**src/rtl/ntt_pkg.sv**
```systemverilog
// Shared types and constants for the NTT stage sequencer.
package ntt_pkg;

  typedef enum logic [1:0] {
    ST_IDLE,
    ST_READ,
    ST_DRAIN,
    ST_DONE
  } state_t;

  localparam int N_COEFF       = 256;
  localparam int N_BANK        = 8;
  localparam int N_STAGE       = 7;
  localparam int CYC_PER_STAGE = 16;

  localparam logic [7:0] LEN_FIRST_NTT  = 8'd128;
  localparam logic [7:0] LEN_FIRST_INTT = 8'd2;

endpackage

```
**src/rtl/ntt_wb_delay.sv**
```systemverilog
// Fixed-depth shift register that delays a {en, addr_a, addr_b} bundle.
// A synchronous reset clears every stage so no stale strobe leaks out.
module ntt_wb_delay #(
  parameter int DEPTH = 1,
  parameter int W     = 1
) (
  input  logic         clk,
  input  logic         rst,
  input  logic [W-1:0] din,
  output logic [W-1:0] dout
);

  logic [W-1:0] sr [DEPTH];

  always_ff @(posedge clk) begin
    if (rst) begin
      for (int i = 0; i < DEPTH; i++) sr[i] <= '0;
    end else begin
      sr[0] <= din;
      for (int i = 1; i < DEPTH; i++) sr[i] <= sr[i-1];
    end
  end

  assign dout = sr[DEPTH-1];

endmodule

```
**src/rtl/ntt_stage_ctrl.sv**
```systemverilog
// Stage sequencer for the 8-bank NTT datapath: read sweep, pipeline drain, delayed write-back.
// Optional read-stall input is enabled with `define NTT_CTRL_STALL_EN.
//
// state    | meaning
// ---------+--------------------------------------------------
// ST_IDLE  | waiting for start_i, len/direction held
// ST_READ  | 16-cycle read sweep of the current stage
// ST_DRAIN | RD_LAT+BU_LAT cycles letting the pipeline empty
// ST_DONE  | one-cycle done pulse
module ntt_stage_ctrl
  import ntt_pkg::*;
#(
  parameter int RD_LAT = 1,
  parameter int BU_LAT = 3,
  parameter int ADDR_W = 5
) (
  input  logic              clk_i,
  input  logic              rst_i,
  input  logic              start_i,
  input  logic              is_ntt_i,
`ifdef NTT_CTRL_STALL_EN
  input  logic              stall_i,
`endif
  output logic              busy_o,
  output logic              done_o,
  output logic [7:0]        len_o,
  output logic              is_ntt_o,
  output logic              bu_start_o,
  output logic              rd_en_o,
  output logic [ADDR_W-1:0] rd_addr_a_o,
  output logic [ADDR_W-1:0] rd_addr_b_o,
  output logic              wr_en_o,
  output logic [ADDR_W-1:0] wr_addr_a_o,
  output logic [ADDR_W-1:0] wr_addr_b_o
);

  localparam int L    = RD_LAT + BU_LAT;
  localparam int DW   = $clog2(L + 1);
  localparam int WB_W = 1 + 2 * ADDR_W;

  state_t          state_q, state_d;
  logic [3:0]      c_q, c_d;
  logic [2:0]      s_q, s_d;
  logic [DW-1:0]   d_q, d_d;
  logic [7:0]      len_q, len_d;
  logic            dir_q, dir_d;
  logic            stall;
  logic            rd_en;
  logic [WB_W-1:0] wb_q;

`ifdef NTT_CTRL_STALL_EN
  assign stall = stall_i;
`else
  assign stall = 1'b0;
`endif

  always_ff @(posedge clk_i) begin
    if (rst_i) begin
      state_q <= ST_IDLE;
      c_q     <= '0;
      s_q     <= '0;
      d_q     <= '0;
      len_q   <= '0;
      dir_q   <= 1'b0;
    end else begin
      state_q <= state_d;
      c_q     <= c_d;
      s_q     <= s_d;
      d_q     <= d_d;
      len_q   <= len_d;
      dir_q   <= dir_d;
    end
  end

  always_comb begin
    state_d = state_q;
    c_d     = c_q;
    s_d     = s_q;
    d_d     = d_q;
    len_d   = len_q;
    dir_d   = dir_q;
    rd_en   = 1'b0;
    busy_o  = 1'b0;
    done_o  = 1'b0;
    case (state_q)
      ST_IDLE: begin
        if (start_i) begin
          state_d = ST_READ;
          dir_d   = is_ntt_i;
          len_d   = is_ntt_i ? LEN_FIRST_NTT : LEN_FIRST_INTT;
          c_d     = '0;
          s_d     = '0;
        end
      end
      ST_READ: begin
        busy_o = 1'b1;
        if (!stall) begin
          rd_en = 1'b1;
          c_d   = c_q + 4'd1;
          if (c_q == 4'(CYC_PER_STAGE - 1)) begin
            state_d = ST_DRAIN;
            d_d     = '0;
          end
        end
      end
      ST_DRAIN: begin
        busy_o = 1'b1;
        if (d_q == DW'(L - 1)) begin
          if (s_q == 3'(N_STAGE - 1)) begin
            state_d = ST_DONE;
          end else begin
            state_d = ST_READ;
            s_d     = s_q + 3'd1;
            c_d     = '0;
            len_d   = dir_q ? (len_q >> 1) : (len_q << 1);
          end
        end else begin
          d_d = d_q + DW'(1);
        end
      end
      ST_DONE: begin
        done_o  = 1'b1;
        state_d = ST_IDLE;
      end
      default: state_d = ST_IDLE;
    endcase
  end

  // Addresses follow c throughout READ so they hold steady across a stall.
  assign rd_en_o     = rd_en;
  assign rd_addr_a_o = (state_q == ST_READ) ? ADDR_W'({1'b0, c_q}) : '0;
  assign rd_addr_b_o = (state_q == ST_READ) ? ADDR_W'({1'b1, c_q}) : '0;
  assign len_o       = len_q;
  assign is_ntt_o    = dir_q;

  ntt_wb_delay #(.DEPTH(RD_LAT), .W(1)) u_bu_delay (
    .clk  (clk_i),
    .rst  (rst_i),
    .din  (rd_en),
    .dout (bu_start_o)
  );

  ntt_wb_delay #(.DEPTH(L), .W(WB_W)) u_wb_delay (
    .clk  (clk_i),
    .rst  (rst_i),
    .din  ({rd_en, rd_addr_a_o, rd_addr_b_o}),
    .dout (wb_q)
  );

  assign wr_en_o     = wb_q[WB_W-1];
  assign wr_addr_a_o = wb_q[2*ADDR_W-1:ADDR_W];
  assign wr_addr_b_o = wb_q[ADDR_W-1:0];

endmodule

```
**config.mk**
```make
export PLATFORM = sky130hd
export DESIGN_NAME = ntt_stage_ctrl
export DESIGN_NICKNAME = d
export VERILOG_FILES = /design/src/rtl/ntt_pkg.sv /design/src/rtl/ntt_wb_delay.sv /design/src/rtl/ntt_stage_ctrl.sv
export SDC_FILE = /design/constraint.sdc
export NUM_CORES = 1
export LEC_CHECK = 0
export BUFFER_PORTS_ARGS = -buffer_cell sky130_fd_sc_hd__buf_2
export CORE_MARGIN = 3
export CORE_UTILIZATION = 41
export CTS_CLUSTER_DIAMETER = 30
export DETAILED_ROUTE_END_ITERATION = 8
export GPL_ROUTABILITY_DRIVEN = 0
export PLACE_DENSITY = 0.66
export SETUP_SLACK_MARGIN = 0.02
export SYNTH_ARGS = -nofsm -noshare
export SYNTH_HDL_FRONTEND = slang
export SYNTH_SLANG_ARGS = --single-unit
```
**constraint.sdc**
```tcl
create_clock -name clk_i -period 3.6 [get_ports clk_i]
set_input_delay 0.54 -clock clk_i [delete_from_list [all_inputs] [get_ports clk_i]]
set_output_delay 0.54 -clock clk_i [all_outputs]
set_load 0.02 [all_outputs]
```
**Word-level counts from Yosys, hierarchy flattened**

Memory sizes are Yosys's and may differ from the RTL's.
Cells that the tools add are included.

- Flip-flop bits (word level): 21
- Memory bits (writable): 45
- Input bits: 4
- Logic and storage cells: 73
- Memories kept: 2

Memory list:

| memory | depth | width | read ports | clocked after memory_dff | write ports | RTL line | text |
|---|---|---|---|---|---|---|---|
| u_wb_delay.sr | 4 | 11 | 4 | 0 | 4 | ntt_wb_delay.sv:13 | `logic [W-1:0] sr [DEPTH];` |
| u_bu_delay.sr | 1 | 1 | 1 | 0 | 1 | ntt_wb_delay.sv:13 |  |

- $add $sub $neg: 3
- Eq/ne operators: 11
- Mux-type cells: 36
- Bitwise operators: 4
- Reduce and logical (&&, ||, !) cells: 11

Operators with widths:

| kind | number |
|---|---|
| $mux W11 | 4 |
| $mux W8 | 5 |
| $mux W4 | 4 |
| $pmux W8 S2 | 1 |
| $mux W3 | 5 |
| $pmux W3 S2 | 2 |
| $pmux W4 S3 | 1 |
| $ne A2 B2 Y1 const B | 5 |
| $mux W1 | 8 |
| $mux W2 | 4 |
| $pmux W2 S4 | 1 |
| $reduce_and A4 Y1 | 2 |
| $add A3 B1 Y3 const B | 2 |
| $reduce_and A3 Y1 | 2 |
| $mux W5 | 1 |
| $add A4 B1 Y4 const B | 1 |
| $eq A2 B2 Y1 const B | 2 |
| $eq A4 B4 Y1 const B | 1 |
| $or A1 B1 Y1 | 4 |
| $reduce_bool A2 Y1 | 2 |
| $eq A3 B2 Y1 const B | 1 |
| $eq A3 B3 Y1 const B | 1 |
| $reduce_bool A3 Y1 | 1 |
| $eq A2 B1 Y1 const B | 1 |
| 4 further kinds | 4 |

**Depth between registers and ports, before layout**

- Depth in word-level cells: 4
- Mapped depth: 7
- Gate-level depth less buffers: 6

**Modules after synthesis**

Synthesis repeated with hierarchy kept, for this count alone.

- Cell total of the unflattened synthesis: 230
- Area total of the unflattened synthesis: 2431.1 µm²

Modules (own cells, without submodules):

| module | times used | cells an instance | area an instance (µm²) | sequential area each (µm²) |
|---|---|---|---|---|
| ntt_stage_ctrl | 1 | 136 | 1221.2 | 420.4 |
| ntt_wb_delay (u_wb_delay) | 1 | 92 | 1176.1 | 880.8 |
| ntt_wb_delay (u_bu_delay) | 1 | 2 | 33.8 | 20.0 |

**Worst setup path before layout**

OpenSTA, ideal clock, no wires.

- Path kind: reg-to-output
- Start point: register state_q[1]
- End point: output rd_addr_b_o[2]
- Arrival time: 1.514 ns
- Setup slack: 1.546 ns
- Cell stages (with the launch flop): 6
- Path through: dfxtp_1 inv_1 ha_1 clkbuf_1 and2_1 buf_4

- Word-level cells in the longest chain between the ends: 2

RTL lines:

| item | RTL line | text |
|---|---|---|
| from (decl) | ntt_stage_ctrl.sv:41 | `state_t state_q, state_d;` |
| from (signal assigned) | ntt_stage_ctrl.sv:66 | `state_q <= state_d;` |
| $eq A2 B1 Y1 | ntt_stage_ctrl.sv:132 | `assign rd_addr_b_o = (state_q == ST_READ) ? ADDR_W'({1'b1, c_q}) : '0;` |
| $mux W5 | ntt_stage_ctrl.sv:132 |  |
| to (decl) | ntt_stage_ctrl.sv:31 | `output logic [ADDR_W-1:0] rd_addr_b_o,` |

Every way passes these cells.

**Final worst setup path**

- Start point: register state_q[1]
- End point: output rd_addr_b_o[3]

The elaborated chain is that of the path after synthesis.

==> results.yml <==
timing:
  finalSetupViolCount: 0
  post-route-period-util: 0.6178
  slew_headroom: 0.5319
  max_freq_mhz: 449.6
  setup_tns_ns: 0
  finalHoldViolCount: 0
  worstMarginPinSlew_ns: 0.7021
  rsz0062_at_grt: "no"
  fin_skew_ns: 0.002041
  slew_viol_final: 0
  fin_ws_ns: 1.376
  min_period_ns: 2.224
setup_path:
  required_ns: 3.06
  arrival_ns: 1.68
  crit_path_end_kind: "primary output"
  cp_cell_sequence: "inv_1, ha_1, and2_1, buf_2"
  startpoint_type: "register"
  crit_fanout: 15
  setup.worst_path.class: "register to primary output"
  cpPeakStageDelay_ns: 0.47
  reg2regPathDepth: 6
  slowest_stage: "ha_1"
pwr:
  switchingPower_uw: 445.5
  p_comb_frac: 0.287
  vdd_ir_drop_max_mv: 0.3447
  p_clk_frac: 0.327
  power.density_nw_per_um2: 655.0
  power.internal_uw: 907.6
  p_sw_frac: 0.3292
  p_leak_nw: 0.8992
  pwr-share-seq: 0.385
clocking:
  cts_tree: "built"
  clock_latency_ns: 0.29
  numCtsBuffers: 5
  cts_setup_buffers: 0
  cts_resized: 0
  root_buffer: "clkbuf_8"
  cts_max_path_buffers: 2
  cts_max_level: 2
  cts_hold_buf: 0
  clock_sinks: 41
  clk_pin_slew_ns: 0.08
routing:
  routed_via_density: 4.846
  drcViolationCount: 0
  first_pass_iters: 4
  wl_um: 3065
  drt_iter0_markers: 80
  met1_length_um: 1530
  vias: 1260
  routed.top_layer: "met4"
  dr_wl_met2_um: 1289
  final_antenna_net_count: 0
  detail_route.wl_per_cell_um: 11.79
  dr_wl_met3_um: 185
synthesis:
  ys_seq_elements: 41
  syn_area_um2: 1819
  synth_ff_type: "dfxtp_1"
  syn_inst: 186
  synth_area_per_cell_um2: 9.781
  yosysWarnings: 0
  synth_edf_count: 0
  asyncSetResetFlopFracSynth: 0
  seq_area_frac_synth: 0.4512
  post_synth_num_cell_types: 39
final_layout:
  diodes: 0
  multi_input_area_um2: 843.3
  nets: 222
  drive_gt1_frac: 0.2619
  layout_commonest_cell: "dfxtp_1"
  syn_to_final_growth_pct: 13.55
  regArea_um2: 820.8
  fillCellCount: 401
  mostFrequentLayoutCells: "dfxtp_1 (41), buf_2 (35), nor2_1 (17)"
floorplanning:
  core_area_um2: 4144
  initial_core_util: 0.4390
  die_w_um: 72.61
  dieArea_um2: 5272
  io-pin-count: 38
  num_rows: 23
  die_h_um: 72.61
global_routing:
  grt_overflow: 0
  grt_pass1_vias: 1148
  grt.total_usage: 0.1270
  grt_max_degree: 43
  grt_pass1_wl_um: 5140
  antenna_found_initial: 0
place:
  pre_cts_ws_ns: 1.483
  numPortBuffers: 35
  dp_hpwl_um: 2161
flow_run:
  cap_violations: 0
run_status:
  status: "complete, no violations"
worst_hold_path:
  hold_class: "register to register"
  worstHoldPathCells: 1
## worst paths after layout
kind,startpoint,end,slack [ns]
min,u_wb_delay.sr[0][8],u_wb_delay.sr[1][8],0.44
max,state_q[1],rd_addr_b_o[3],1.38
max reg2reg,state_q[0],s_q[2],1.49
min reg2reg,u_wb_delay.sr[0][8],u_wb_delay.sr[1][8],0.44
## power groups by stage
stage	Combinational, mW	Sequential (mW)	Clock (mW)
floorplan	0.328	0.538	0
global placement	0.392	0.531	0
detailed placement	0.391	0.533	0
CTS	0.394	0.522	0.457
global route	0.429	0.527	0.472
finish	0.389	0.521	0.443
## critical path: cells and delay by family, from the launching register on
| family | cells | cell delay [ns] |
|---|---|---|
| DFF | 1 | 0.35 |
| buffers and inverters | 2 | 0.28 |
| and+or+nand+nor | 1 | 0.28 |
| adders and majority gates | 1 | 0.47 |
## kinds of logic after synthesis
family | Yosys count | synth area share
AOI/OAI and AO/OA | 28 | 0.1293
DFF | 41 | 0.4512
buffers and inverters | 27 | 0.08734
other | 1 | 0.002061
muxes | 11 | 0.06396
adders and majority gates | 9 | 0.06190
and+or+nand+nor | 69 | 0.2043
## flip-flops by register name, summed over array words and instances (netlist names)
name and flops:
is_ntt_o 1, s_q 3, u_wb_delay.sr 20, c_q 4, d_q 3, state_q 2
len_o 8
## synth_stat cells (5+ instances only)
cell type  count  share of area
dfxtp_1       41           0.45
nor2_1        17          0.035
nor2b_1       16          0.055
buf_4         13          0.054
and2_1        10          0.034
ha_1           9          0.062
nand2_1        8          0.017
a21oi_1        7          0.019
a22oi_1        7          0.029
inv_1          7          0.014
mux2i_1        6          0.033
clkbuf_1       5          0.010
mux2_2         5          0.031
nand2b_1       5          0.017
## layout make-up
cell class                 count  share of cell area
clock buffer                   5             0.03331
clock inverter                 3             0.03331
inverter                       7             0.01272
multi-input combinational    119              0.4082
sequential                    41              0.3973
tap                           50             0.03028
timing repair buffer          35             0.08480
## routing by layer
| metal | global-route usage | vias up |
|---|---|---|
| li1 | - | 660 |
| met1 | 0.1574 | 560 |
| met2 | 0.1924 | 34 |
| met3 | 0.04545 | 6 |
| met4 | 0.06762 | 0 |
| met5 | 0 | - |
## metrics by stage
| step | instances | instance area [um^2] | power (mW) | utilization | hold WS [ns] |
|---|---|---|---|---|---|
| final | 260 | 2066 | 1.353 | 0.4985 | 0.4372 |
| after global routing | 260 | 2066 | 1.428 | 0.4985 | 0.4630 |
| after CTS | 260 | 2066 | 1.373 | 0.4985 | 0.4405 |
| after detailed placement | 252 | 1928 | 0.9237 | 0.4653 | 0.4235 |
| after global placement | 252 | 1928 | 0.9234 | 0.4653 | 0.4165 |
| after floorplan | 187 | 1823 | 0.8657 | - | 0.4138 |
Note: power is estimated with default switching activity, not from simulation.
